`src/rtl/sram_burst_io_ctrl.sv`:
```
// sram_burst_io_ctrl: serial command bridge to a single-port SRAM.
// A header selects a write or read burst; returns to IDLE after each command.
module sram_burst_io_ctrl #(
  parameter int MEMORY_DATA_WIDTH = 8,
  parameter int MEMORY_ADDR_WIDTH = 9,
  parameter int BURST_LEN_WIDTH   = 4
) (
  input  logic                         CLK,
  input  logic                         BGN,
  input  logic                         LOAD_N,
  input  logic                         SI,
  output logic                         SO,
  output logic                         SO_VLD,
  output logic                         BUSY,
  output logic                         DONE,
  output logic [MEMORY_ADDR_WIDTH-1:0] A,
  output logic [MEMORY_DATA_WIDTH-1:0] D,
  input  logic [MEMORY_DATA_WIDTH-1:0] Q,
  output logic                         CEN,
  output logic                         WEN
);

  localparam int DW = MEMORY_DATA_WIDTH;
  localparam int AW = MEMORY_ADDR_WIDTH;
  localparam int LW = BURST_LEN_WIDTH;
  localparam int HW = 1 + AW + LW;
  localparam int MB = (HW > DW) ? HW : DW;
  localparam int CW = $clog2(MB);

  localparam logic [CW-1:0] C_ONE = CW'(1);
  localparam logic [AW-1:0] A_ONE = AW'(1);
  localparam logic [LW-1:0] L_ONE = LW'(1);
  localparam logic [CW-1:0] C_HDR = CW'(HW - 1);
  localparam logic [CW-1:0] C_DAT = CW'(DW - 1);

  typedef enum logic [2:0] {
    S_IDLE,
    S_HDR,
    S_WLD,
    S_WR,
    S_RD,
    S_RCAP,
    S_RSH,
    S_DONE
  } st_e;

  st_e           st_q;
  logic [CW-1:0] bit_q;
  logic [HW-1:0] hdr_q;
  logic [DW-1:0] dat_q;
  logic [AW-1:0] adr_q;
  logic [LW-1:0] wc_q;
  logic          cen_q;
  logic          wen_q;
  logic          so_q;
  logic          vld_q;
  logic          busy_q;
  logic          done_q;
  logic [AW-1:0] a_q;
  logic [DW-1:0] d_q;

  logic [HW-1:0] hdr_d;
  logic [DW-1:0] dat_d;
  logic [DW-1:0] dat_sh;
  logic [AW-1:0] adr_d;
  logic [AW-1:0] hdr_adr;
  logic [LW-1:0] hdr_len;
  logic          hdr_last;
  logic          dat_last;

  // Both shifters fill from the top so the first bit lands in bit 0.
  assign hdr_d    = {SI, hdr_q[HW-1:1]};
  assign dat_d    = {SI, dat_q[DW-1:1]};
  assign dat_sh   = dat_q >> 1;
  assign adr_d    = adr_q + A_ONE;
  assign hdr_adr  = hdr_d[AW:1];
  assign hdr_len  = hdr_d[HW-1 -: LW];
  assign hdr_last = (bit_q == C_HDR);
  assign dat_last = (bit_q == C_DAT);

  always_ff @(posedge CLK or negedge BGN) begin
    if (!BGN) begin
      st_q   <= S_IDLE;
      bit_q  <= '0;
      hdr_q  <= '0;
      dat_q  <= '0;
      adr_q  <= '0;
      wc_q   <= '0;
      cen_q  <= 1'b1;
      wen_q  <= 1'b1;
      so_q   <= 1'b0;
      vld_q  <= 1'b0;
      busy_q <= 1'b0;
      done_q <= 1'b0;
      a_q    <= '0;
      d_q    <= '0;
    end else begin
      unique case (st_q)
        S_IDLE: begin
          bit_q <= '0;
          if (!LOAD_N) begin
            st_q   <= S_HDR;
            busy_q <= 1'b1;
          end
        end
        S_HDR: begin
          hdr_q <= hdr_d;
          bit_q <= bit_q + C_ONE;
          if (hdr_last) begin
            bit_q <= '0;
            adr_q <= hdr_adr;
            wc_q  <= hdr_len;
            if (hdr_d[0]) begin
              st_q <= S_WLD;
            end else begin
              st_q  <= S_RD;
              cen_q <= 1'b0;
              a_q   <= hdr_adr;
            end
          end
        end
        S_WLD: begin
          dat_q <= dat_d;
          bit_q <= bit_q + C_ONE;
          if (dat_last) begin
            bit_q <= '0;
            st_q  <= S_WR;
            cen_q <= 1'b0;
            wen_q <= 1'b0;
            a_q   <= adr_q;
            d_q   <= dat_d;
          end
        end
        S_WR: begin
          cen_q <= 1'b1;
          wen_q <= 1'b1;
          a_q   <= '0;
          d_q   <= '0;
          adr_q <= adr_d;
          if (wc_q == '0) begin
            st_q   <= S_DONE;
            done_q <= 1'b1;
          end else begin
            wc_q <= wc_q - L_ONE;
            st_q <= S_WLD;
          end
        end
        S_RD: begin
          cen_q <= 1'b1;
          a_q   <= '0;
          st_q  <= S_RCAP;
        end
        S_RCAP: begin
          dat_q <= Q;
          so_q  <= Q[0];
          vld_q <= 1'b1;
          bit_q <= '0;
          st_q  <= S_RSH;
        end
        S_RSH: begin
          dat_q <= dat_sh;
          so_q  <= dat_sh[0];
          bit_q <= bit_q + C_ONE;
          if (dat_last) begin
            bit_q <= '0;
            so_q  <= 1'b0;
            vld_q <= 1'b0;
            adr_q <= adr_d;
            if (wc_q == '0) begin
              st_q   <= S_DONE;
              done_q <= 1'b1;
            end else begin
              wc_q  <= wc_q - L_ONE;
              st_q  <= S_RD;
              cen_q <= 1'b0;
              a_q   <= adr_d;
            end
          end
        end
        S_DONE: begin
          done_q <= 1'b0;
          busy_q <= 1'b0;
          st_q   <= S_IDLE;
        end
        default: st_q <= S_IDLE;
      endcase
    end
  end

  assign SO     = so_q;
  assign SO_VLD = vld_q;
  assign BUSY   = busy_q;
  assign DONE   = done_q;
  assign A      = a_q;
  assign D      = d_q;
  assign CEN    = cen_q;
  assign WEN    = wen_q;

endmodule

```
`config.mk`:
```
export PLATFORM = sky130hd
export DESIGN_NAME = sram_burst_io_ctrl
export DESIGN_NICKNAME = d
export VERILOG_FILES = /design/src/rtl/sram_burst_io_ctrl.sv
export SDC_FILE = /design/constraint.sdc
export NUM_CORES = 1
export LEC_CHECK = 0
export ABC_AREA = 1
export BUFFER_PORTS_ARGS = -buffer_cell sky130_fd_sc_hd__clkbuf_2
export CORE_MARGIN = 8
export CORE_UTILIZATION = 35
export CTS_CLUSTER_SIZE = 20
export DETAILED_ROUTE_END_ITERATION = 8
export PLACE_DENSITY = 0.59
export SETUP_SLACK_MARGIN = 0.1
export SKIP_CTS_REPAIR_TIMING = 1
export SLEW_MARGIN = 20
export SYNTH_ARGS = -nofsm -noshare
export SYNTH_HDL_FRONTEND = slang
export SYNTH_SLANG_ARGS = --single-unit
```
`constraint.sdc`:
```
create_clock -name CLK -period 2.7 [get_ports CLK]
set_input_delay 0.135 -clock CLK [delete_from_list [all_inputs] [get_ports CLK]]
set_output_delay 0.135 -clock CLK [all_outputs]
set_load 0.01 [all_outputs]
```
# After elaboration in Yosys (flattened, before gate mapping)
# Cells that the tools add are included.
# word_totals
input_bits	12
ff_bits	65
word_cells	94
out_inout_bits	23
# op_classes
reduce_logical	20
addsub	3
n_eq_ne	15
n_mux	42
# ops
cell	count
9-bit 2-to-1 mux	7
9-bit one-hot mux with 4 select lines	1
9-bit one-hot mux with 3 select lines	1
3-bit one-hot mux with 8 select lines	1
4-bit one-hot mux with 3 select lines	2
8-bit one-hot mux with 3 select lines	1
4-bit 2-to-1 mux	5
3-bit 2-to-1 mux	6
8-bit one-hot mux with 2 select lines	1
3-bit == test, second input constant	4
2-bit inequality test, second input constant	6
3-bit nonzero test	4
9-bit by 1-bit adder with 9-bit output, second input constant	1
1-bit 2-to-1 mux	9
8-bit 2-to-1 mux	1
1-bit one-hot mux with 2 select lines	4
2-bit AND reduction	4
3-bit by 2-bit == test with 1-bit output, second input constant	2
6-bit AND reduction	1
2-bit nonzero test	3
2-bit OR reduction	3
4-bit by 1-bit adder with 4-bit output, second input constant	1
4-bit by 3-bit == test with 1-bit output, second input constant	1
4-bit == test, second input constant	1
10 further kinds	10

# Longest topological paths before layout
# Gate-level depths: netlist of the first run.
# depth
ltp_word	4
depth_mapped	10
mapped_depth_nobuf	10

# Worst setup path after synthesis of the first run
# Ideal clock, no wire load.
# synth_timing
kind	reg2reg
start	register bit_q[0]
end	register a_q[5], in the netlist A[5]
required_time_ns	2.583
setup_time_ns	0.117
slack_ns	1.257
path_buffers	0
period_less_slack_ns	1.443
stages_incl_launch_ff	9
arrival_ns	1.326
cell_sequence	dfrtp_1 > ha_1 > nand2_1 > nor2_1 > nor2_2 > nor2_4 > nand3_2 > nand2_1 > nand2_1
# synth_via
elab_chain_len	3
word_cells_on_any_way	6
classes_between	eq/ne: 5; reduce/logical: 1
# synth_lines
item	line	rtl
start, declared	48	logic [CW-1:0] bit_q;
start signal, assigned	108	bit_q <= bit_q + C_ONE;
start signal, assigned	124	bit_q <= bit_q + C_ONE;
start signal, assigned	163	bit_q <= bit_q + C_ONE;
4-bit by 3-bit == test with 1-bit output / 4-bit == test (equally long branches)	79, 78	
2-bit inequality test (no source line)	--	
6-bit AND reduction (no source line) *	--	
end signal, assigned	118	a_q <= hdr_adr;
end signal, assigned	130	a_q <= adr_q;
end signal, assigned	176	a_q <= adr_d;
end, declared	59	logic [AW-1:0] a_q;
# Mark *: on every way between the ends. The rest lies on a longest branch, timed or not.
# A chain may end at the register's enable or synchronous reset.

# Final worst setup path of the first run
# layout_timing
start	register st_q[2]
end	register wc_q[1]
# layout_via
elab_chain_len	3
word_cells_on_any_way	8
classes_between	eq/ne: 5; mux: 1; reduce/logical: 2
# layout_lines
item	line	rtl
start, declared	47	st_e st_q;
start signal, assigned	83	st_q <= S_IDLE;
start signal, assigned	102	st_q <= S_HDR;
start signal, assigned	114	st_q <= S_WLD;
3-bit == test (tied with other cells)	98	unique case (st_q)
2-bit inequality test (no source line) / 3-bit nonzero test (equally long branches)	--	
3-bit AND reduction (no source line)	--	
end signal, assigned	112	wc_q <= hdr_len;
end signal, assigned	144	wc_q <= wc_q - L_ONE;
end signal, assigned	173	wc_q <= wc_q - L_ONE;
end, declared	52	logic [LW-1:0] wc_q;
# Several ways; a longest one is shown, not always the timed one.

==> impl_metrics.py, run 1 <==
metrics = {
    "timing": {
        "tightest_slew_ns": 0.6464,
        "rsz0062_at_grt": "false",
        "final_hold_viol_count": 0,
        "skew_ns": 0.01146,
        "slew_headroom_pct": 56.91,
        "min_period_over_period_pct": 75.20,
        "tns_ns": 0,
        "drv_slew": 0,
        "setup_viol": 0,
        "fmax_mhz": 492.5,
        "layout_min_cycle_time_ns": 2.030,
    },
    "hold_path": {
        "hold_start": "LOAD_N",
        "worstHoldEndpoint": "BUSY",
        "hold_path_depth": 2,
        "hold_class": "input pin to flop",
    },
    "clock_tree": {
        "cts_buffer_depth": 2,
        "htreeDepth": 3,
        "cts_root_buf": "clkbuf_8",
        "tritoncts": "built",
        "insertion_delay_ns": 0.34,
        "clkSinkCount": 63,
        "numCtsBuffers": 9,
        "cts.clk_slew.worst_paths_ns": 0.07,
    },
    "job": {
        "cap_violations": 0,
    },
    "global_routing": {
        "antenna_found_initial": 0,
        "grt_pass1_vias": 2943,
        "grt_start_max_net_pins": 29,
        "grt.busiest_layer": "met2",
        "grt_usage_pct": 14.13,
        "grt_pass1_wl_um": 14360,
        "grtUsageMet3_pct": 4.366,
        "use_met2_pct": 23.54,
        "overflow": 0,
        "met1_usage_pct": 17.05,
    },
    "floorplan": {
        "core-area_sq_um": 9196,
        "start_util_pct": 35.77,
        "die-width_um": 112.9,
        "io_pins": 35,
        "die_area_sq_um": 12760,
        "die_h_um": 112.9,
        "num_rows": 35,
    },
    "synth": {
        "synth_cell_types": 30,
        "ys_ff_latch": 63,
        "synth_adder_area_share_pct": 1.521,
        "synthMuxAreaShare_pct": 0,
        "synthXorXnorAreaFrac_pct": 0.7988,
        "synthSimpleGateAreaFrac_pct": 29.55,
        "avgSynthCellArea_sq_um": 7.704,
        "synth_fp_nets": 443,
        "yosys_warnings": 0,
        "synth_top_family_by_area": "simple AND/OR/NAND/NOR gates",
        "synth_area_sq_um": 3289,
        "synthCells": 427,
        "yosysSeqAreaShare_pct": 48.00,
        "synth_compound_area_share_pct": 12.48,
    },
    "drt": {
        "drt_wl_total_um": 8467,
        "routedWlPerCell_um": 14.55,
        "drt_iter0_drc": 161,
        "vias": 2889,
        "drtPass1Iterations": 4,
        "route.detailed.drc": 0,
        "ant_nets": 0,
        "vias_per_cell": 4.964,
    },
    "final_layout": {
        "area_growth_pct": 15.44,
        "drive_above_1_share_pct": 15.92,
        "layout_commonest_cell": "nand2_1",
        "nets": 482,
        "antennaDiodeCount": 0,
        "final_core_util_pct": 41.29,
        "most-common-layout-cells": "148 x nand2_1, 61 x dfrtp_1, 44 x inv_1, 44 x o21ai_0, 37 x nand3_1",
    },
    "critical_path": {
        "critPathArrivalTime_ns": 2.25,
        "required_ns": 2.92,
        "r2r_start": "st_q[2]",
        "startpoint_type": "flop",
        "reg2reg_to": "wc_q[1]",
        "crit_path_end_kind": "flop",
        "ff2ff_setup_slack_ns": 0.67,
        "worstSetupPathType": "flop to flop",
        "worstPathMaxFanout": 16,
        "r2r_cells": 9,
    },
    "pwr": {
        "leakagePower_nw": 1.915,
        "power_density_nw_per_um2": 1223,
        "vdd_drop_max_v": 0.0005957,
    },
    "place": {
        "gp_congestion": 0.8473,
        "hpwl_um": 6243,
        "portBuffers": 34,
    },
    "outcome": {
        "status": "finished clean",
    },
}
[stage by stage]
stage	total power, W	area (sq um)	setup WS [ns]	instances	hold WS [ns]
after floorplan	0.003138	3289	1.257	427	-0.1606
after global placement	0.003687	3563	0.8222	565	0.2128
after detailed placement	0.003737	3563	0.6727	565	0.2027
after CTS	0.004695	3787	0.6740	581	-0.1766
after global routing	0.005095	3797	0.4860	582	0.001539
final	0.004645	3797	0.6696	582	0.008029
[synthesized netlist by cell type]
| master | instances | share of area (%) |
|---|---|---|
| ha_1 | 4 | 1.5 |
| dfrtp_1 | 61 | 46 |
| nor2_1 | 21 | 2.4 |
| inv_4 | 1 | 0.19 |
| buf_6 | 1 | 0.34 |
| inv_2 | 4 | 0.46 |
| buf_2 | 4 | 0.61 |
| nor3_1 | 1 | 0.15 |
| nand2_1 | 148 | 17 |
| a21oi_1 | 14 | 2.1 |
| nor3_2 | 1 | 0.30 |
| xor2_1 | 3 | 0.80 |
| o211ai_1 | 4 | 0.91 |
| buf_4 | 3 | 0.68 |
| dfstp_2 | 2 | 1.6 |
| o221ai_1 | 5 | 1.3 |
| nor2_2 | 4 | 0.76 |
| nand2_4 | 1 | 0.34 |
| o31ai_1 | 3 | 0.68 |
| nand3_2 | 2 | 0.61 |
| o21a_1 | 1 | 0.23 |
| inv_1 | 44 | 5.0 |
| o21ai_0 | 44 | 6.7 |
| nand2_2 | 3 | 0.57 |
| clkbuf_1 | 3 | 0.34 |
| nand3_4 | 1 | 0.53 |
| nand3_1 | 37 | 5.6 |
| o21ai_1 | 2 | 0.30 |
| nor2_4 | 4 | 1.4 |
| o22ai_1 | 1 | 0.19 |
[power by group]
part	switching [W]	total, W	internal [W]
logic	0.00144	0.00211	0.000672
registers	0.000290	0.00160	0.00131
clock network	0.000364	0.000934	0.000570
[area by class of cell]
cell class | instances | area (sq um)
Clock buffer | 13 | 158.9
Clock inverter | 3 | 65.06
Fill cell | 956 | 5399
Inverter | 49 | 186.4
Multi-Input combinational cell | 304 | 1459
Sequential cell | 63 | 1579
Tap cell | 111 | 138.9
Timing Repair Buffer | 39 | 210.2
[worst max-delay path by stage]
stage | start | to | slack [ns] | cells past startpoint
after floorplan | bit_q[0] | A[5] | 1.26 | 8
after global placement | st_q[2] | wc_q[0] | 0.82 | 9
after detailed placement | st_q[2] | wc_q[1] | 0.67 | 9
after CTS | st_q[2] | wc_q[1] | 0.67 | 9
after global routing | st_q[2] | wc_q[0] | 0.49 | 9
final | st_q[2] | wc_q[1] | 0.67 | 9
[kinds of logic after synthesis]
| group | Yosys count |
|---|---|
| xor gates and xnor gates | 3 |
| adders and majority gates | 4 |
| DFF | 63 |
| and+or+nand+nor | 223 |
| buffers and inverters | 60 |
| AOI/OAI and AO/OA | 74 |
[critical path: stages (launching register included)]
cell and delay, ns:
dfrtp_1 0.50, inv_2 0.13, nand3_1 0.08, buf_4 0.19
nand2_1 0.30, inv_2 0.22, nor2_2 0.26, nor2_4 0.09
nand2_1 0.06, o21ai_0 0.08
[registers in the layout, indices dropped and copies added (netlist names)]
| name | flops |
|---|---|
| SO | 1 |
| WEN | 1 |
| SO_VLD | 1 |
| bit_q | 4 |
| hdr_q | 13 |
| wc_q | 4 |
| CEN | 1 |
| D | 8 |
| BUSY | 1 |
| DONE | 1 |
| st_q | 3 |
| A | 9 |
| dat_q | 7 |
| adr_q | 9 |
[routing by layer]
layer	up-vias	wire, um
li1	1454	-
met5	-	0
met2	76	4018
met3	9	496
met1	1350	3850
met4	0	103
Power figures use the tool's default switching activity.
==> run 2, diff against run 1 <==
Settings changed: ABC_AREA 1 to 0, PLACE_DENSITY 0.59 to 0.61.
Clock period 2.7 ns to 1.7 ns, I/O delays scaled along.
==> run 2 against run 1 <==
  * The flow now finishes with violations (hold timing)
  * Synthesized cell count shrank 10%
  * Die area grew 5.6%
  * Sequential share of layout area fell by 6.7 points
  * Cell area rose by 20%
  * Register-to-register slack got worse by 0.67 ns
  * Critical endpoint is now A[5]
  * Largest power group unchanged
==> impl_metrics.py, run 2 <==
metrics = {
    "drt": {
        "vias": 3196,
        "ant_nets": 0,
        "vias_per_cell": 5.417,
        "drt_wl_total_um": 9495,
        "drt_iter0_drc": 150,
        "route.detailed.drc": 0,
        "drtPass1Iterations": 4,
        "routedWlPerCell_um": 16.09,
    },
    "clock_tree": {
        "cts_buffer_depth": 2,
        "tritoncts": "built",
        "cts.clk_slew.worst_paths_ns": 0.08,
        "insertion_delay_ns": 0.35,
        "cts_root_buf": "clkbuf_8",
        "htreeDepth": 3,
        "clkSinkCount": 63,
        "numCtsBuffers": 9,
    },
    "timing": {
        "fmax_mhz": 588.5,
        "tightest_slew_ns": 0.4903,
        "setup_slack_ns": 0.0009024,
        "worst_hold_slack_ns": -0.009283,
        "drv_slew": 0,
        "layout_min_cycle_time_ns": 1.699,
        "final_hold_viol_count": 1,
        "min_period_over_period_pct": 99.95,
        "rsz0062_at_grt": "true",
        "setup_viol": 0,
        "skew_ns": 0.01072,
        "slew_headroom_pct": 67.19,
    },
    "pwr": {
        "vdd_drop_max_v": 0.0007241,
        "leakagePower_nw": 1.990,
        "power_density_nw_per_um2": 2014,
        "total_power_w": 0.009144,
    },
    "synth": {
        "synth_fp_nets": 400,
        "synth_cell_types": 59,
        "synthArstFlopShare_pct": 100.0,
        "synth-edff-count": 0,
        "synth_top_area_cell": "dfrtp_1",
        "yosys_warnings": 0,
        "synthCells": 384,
        "synth_top_area_share_pct": 43.56,
        "synthTopCellsByArea": "dfrtp_1 44%, a21oi_1 5.4%, nand2_1 4.9%, o21ai_0 4.4%, mux2_2 4.2%",
        "yosysMostFrequentCell": "dfrtp_1",
        "ys_ff_latch": 63,
        "synth_area_sq_um": 3505,
        "ys_top_cells_by_count": "61 x dfrtp_1, 46 x nand2_1, 38 x a21oi_1",
        "ys.flop_type": "dfrtp_1",
        "avgSynthCellArea_sq_um": 9.127,
        "yosysSeqAreaShare_pct": 45.06,
    },
    "critical_path": {
        "critPathMaxStageDelay_ns": 0.43,
        "crit_path_end_kind": "flop",
        "worstSetupPathType": "flop to flop",
        "cp_num_buf_inv": 1,
        "required_ns": 1.94,
        "crit_chain": "ha_4, nand4b_1, buf_4, a21oi_4, o21ai_4, mux2_4",
        "critPathArrivalTime_ns": 1.94,
        "cp_slowest_cell": "dfrtp_1",
        "startpoint_type": "flop",
        "path_delay_family": "flip-flops",
        "worstPathMaxFanout": 6,
    },
    "hold_path": {
        "hold_class": "input pin to flop",
    },
    "floorplan": {
        "die_h_um": 116.1,
        "io_pins": 35,
        "core-area_sq_um": 9729,
        "num_rows": 36,
        "die_area_sq_um": 13470,
        "die-width_um": 116.1,
        "start_util_pct": 36.02,
    },
    "global_routing": {
        "grt_usage_pct": 14.50,
        "grt_pass1_wl_um": 15360,
        "grt_pass1_vias": 2989,
        "overflow": 0,
        "grt_start_max_net_pins": 34,
        "antenna_found_initial": 0,
    },
    "job": {
        "cap_violations": 0,
    },
    "place": {
        "portBuffers": 34,
        "hpwl_um": 6579,
        "gp_congestion": 0.8660,
        "pre_cts_slack_ns": -0.02682,
        "post_dp_cell_area_sq_um": 4059,
    },
    "final_layout": {
        "drive_above_1_share_pct": 36.76,
        "stdcell_area_sq_um": 4541,
        "nets": 468,
        "top_register": "hdr_q",
        "layout_commonest_cell": "dfrtp_1",
        "area_growth_pct": 29.56,
        "largest_reg_flops": 13,
        "antennaDiodeCount": 0,
        "most-common-layout-cells": "58 x dfrtp_1, 40 x nand2_1, 39 x buf_4",
    },
    "outcome": {
        "status": "finished with violations",
        "violations": "hold timing",
    },
}
## run 2: power breakdown
part	total, W	leakage (nW)	switching, W	internal, W
Combinational	0.00484	1.11	0.00259	0.00225
Clock	0.00139	0.109	0.000596	0.000794
Sequential	0.00292	0.768	0.000734	0.00218
Total	0.00914	1.99	0.00392	0.00522
## run 2: stage by stage
stage | instances | setup TNS (ns) | hold WS, ns | utilization (%)
2_1_floorplan | 384 | 0 | -0.2106 | -
3_3_place_gp | 565 | -0.01232 | 0.1523 | 41.72
3_5_place_dp | 565 | -0.07117 | 0.1514 | 41.72
4_1_cts | 581 | -0.2397 | -0.2217 | 43.87
5_1_grt | 590 | -0.6023 | 0.004415 | 46.67
6_report | 590 | 0 | -0.009283 | 46.67
## run 2: cells by family after synthesis
logic type,count (synthesis),share of synthesized area (%)
AO/OA/AOI/OAI,134,24.31
XOR/XNOR,3,0.7499
adder cells (fa/ha/maj),4,1.428
buffers and inverters,42,5.747
flip-flops,63,45.06
multiplexers,19,6.033
AND/OR/NAND/NOR,119,16.67
## run 2: per-layer routing
metal | track usage (%) | part of all wire [%]
met3 | 3.491 | 4.8
met2 | 21.46 | 46
met5 | 0 | 0
met4 | 6.223 | 2.0
met1 | 19.63 | 47
## run 2: cell type report
cell class	instances	area, sq um
clock inverter	3	40.04
inverter	14	52.55
multi-input combinational	279	1908
fill	942	5189
sequential	63	1583
tap	133	166.4
timing repair buffer	85	621.8
clock buffer	13	168.9
## run 2: path summary, 6_finish.rpt
path                       startpoint        to  slack, ns  cells past startpoint
max in group asynchronous         BGN  adr_q[2]       1.04                      3
max reg2reg                  bit_q[0]      A[5]     0.0009                      6
max                          bit_q[0]      A[5]     0.0009                      6
min                              Q[6]  dat_q[6]     -0.009                      3
min in group asynchronous         BGN  hdr_q[9]       0.30                      3
min reg2reg                      A[0]      A[0]       0.48                      1
## run 2: worst min-delay path, cell delays in order
cell and delay (ns):
clkbuf_2 0.08, nand2_1 0.05, a31oi_1 0.07
==> run 3, diff against run 2 <==
Settings changed: CORE_UTILIZATION 35 to 26, PLACE_DENSITY 0.61 to not set, PLACE_DENSITY_LB_ADDON set to 0.3.
==> run 3 against run 2 <==
  * The run now ends clean
  * Clock power up 24%
  * Highest routed layer unchanged
  * Via count up 1.5%
  * Setup slack better by 0.0019 ns
  * Core utilization down 10 points
  * Cell area up 6.0%
  * Final cell count up 8.5%
==> impl_metrics.py, run 3 (synthesized netlist as in run 2, its figures left out) <==
metrics = {
    "outcome": {
        "status": "finished clean",
    },
    "clock_tree": {
        "numCtsBuffers": 9,
        "cts.clk_slew.worst_paths_ns": 0.05,
        "clkSinkCount": 63,
        "htreeDepth": 3,
        "insertion_delay_ns": 0.34,
        "cts_root_buf": "clkbuf_16",
        "tritoncts": "built",
        "cts_buffer_depth": 2,
    },
    "global_routing": {
        "grt_usage_pct": 11.09,
        "grt_pass1_wl_um": 15970,
        "grt_pass1_vias": 3132,
        "overflow": 0,
        "antenna_found_initial": 0,
        "grt_start_max_net_pins": 64,
    },
    "timing": {
        "skew_ns": 0.007500,
        "tns_ns": 0,
        "worst_hold_slack_ns": 0.002341,
        "fmax_mhz": 589.2,
        "setup_viol": 0,
        "drv_slew": 0,
        "tightest_slew_ns": 0.3444,
        "final_hold_viol_count": 0,
        "setup_slack_ns": 0.002851,
        "rsz0062_at_grt": "true",
        "layout_min_cycle_time_ns": 1.697,
        "min_period_over_period_pct": 99.83,
        "slew_headroom_pct": 77.04,
    },
    "drt": {
        "wl_met1_um": 4436,
        "wl_met2_um": 4934,
        "ant_nets": 0,
        "routedWlPerCell_um": 15.58,
        "route.detailed.drc": 0,
        "vias_per_cell": 5.067,
        "top_layer_used": "met4",
        "drtPass1Iterations": 5,
        "wl_met3_um": 334,
        "drt_wl_total_um": 9971,
        "drt_iter0_drc": 252,
        "vias": 3243,
    },
    "place": {
        "hpwl_um": 6583,
        "gp_congestion": 0.8196,
        "portBuffers": 34,
        "pre_cts_slack_ns": -0.007898,
        "place_inst": 609,
    },
    "critical_path": {
        "reg2reg_to": "A[5]",
        "required_ns": 1.92,
        "critPathArrivalTime_ns": 1.92,
        "worstPathMaxFanout": 6,
        "startpoint_type": "flop",
        "crit_path_end_kind": "flop",
        "worstSetupPathType": "flop to flop",
        "r2r_start": "wc_q[0]",
        "ff2ff_setup_slack_ns": 0.003,
        "r2r_cells": 6,
    },
    "floorplan": {
        "die_area_sq_um": 17450,
        "die-width_um": 132.1,
        "start_util_pct": 26.57,
        "io_pins": 35,
        "die_h_um": 132.1,
        "core-area_sq_um": 13190,
        "num_rows": 42,
    },
    "pwr": {
        "power_density_nw_per_um2": 2034,
        "vdd_drop_max_v": 0.0006919,
        "leakagePower_nw": 2.081,
    },
    "final_layout": {
        "largest_reg_flops": 13,
        "drive_above_1_share_pct": 39.01,
        "instances_no_fill": 640,
        "area_growth_pct": 37.34,
        "top_register": "hdr_q",
        "nFillCells": 1308,
        "layout_commonest_cell": "dfrtp_1",
        "nets": 475,
        "most-common-layout-cells": "57 x dfrtp_1, 42 x nand2_1, 39 x buf_4",
        "antennaDiodeCount": 0,
    },
    "hold_path": {
        "hold_start": "Q[6]",
        "worstHoldEndpoint": "dat_q[6]",
        "hold_class": "input pin to flop",
        "hold_path_depth": 3,
    },
    "job": {
        "cap_violations": 0,
    },
}
-- run 3: cell count changes in the layout (fill, tap and decap cells not counted), sizes merged --
cell / previous run / this run
dlygate4sd3: 2 / 1
clkinv: 3 / 4
clkinvlp: 0 / 1
clkbuf: 47 / 46
bufinv: 1 / 0
buf: 49 / 57
-- run 3: worst max-delay path, stage by stage (launching register included) --
cell and delay, ns:
dfrtp_1 0.39, inv_2 0.10, ha_4 0.15, and4bb_2 0.29, a211oi_4 0.06, o21ai_4 0.27, mux2_4 0.32
-- run 3: worst max-delay path by stage --
stage                     slack [ns]  endpoint  depth (start not counted)      from
after floorplan                 0.11      A[5]                          5  bit_q[0]
after global placement          0.06      A[0]                          7   wc_q[0]
after detailed placement      -0.008      A[0]                          7   wc_q[0]
after CTS                      -0.01      A[0]                          7   wc_q[0]
after global routing           -0.05      A[0]                          6  bit_q[1]
final                          0.003      A[5]                          6   wc_q[0]
-- run 3: final cells by class --
class / instances / area (sq um) / area share [%]
Multi-Input combinational cell: 279 / 1976 / 41.04
Clock inverter: 4 / 20.02 / 0.4159
Sequential cell: 63 / 1584 / 32.91
Inverter: 14 / 58.81 / 1.222
Timing Repair Buffer: 92 / 698.2 / 14.50
Tap cell: 176 / 220.2 / 4.575
Clock buffer: 12 / 256.5 / 5.329
-- run 3: metrics by stage --
stage          utilization (%)  area, sq um  total power (W)
6_report                 36.49         4813         0.009793
3_5_place_dp             31.33         4133         0.007268
5_1_grt                  36.49         4813          0.01052
4_1_cts                  33.43         4409         0.009030
2_1_floorplan                -         3518         0.005716
3_3_place_gp             31.33         4133         0.007172
-- run 3: power breakdown --
group / internal, W / total [W] / switching (W)
Combinational: 0.00246 / 0.00513 / 0.00268
Sequential: 0.00219 / 0.00293 / 0.000737
Clock: 0.00106 / 0.00173 / 0.000677
Total: 0.00570 / 0.00979 / 0.00409
-- run 3: routing by layer --
layer | GRT usage (%) | vias up
met1 | 14.16 | 1589
met5 | 0 | -
li1 | - | 1554
met2 | 17.64 | 80
met4 | 6.445 | 0
met3 | 1.448 | 20
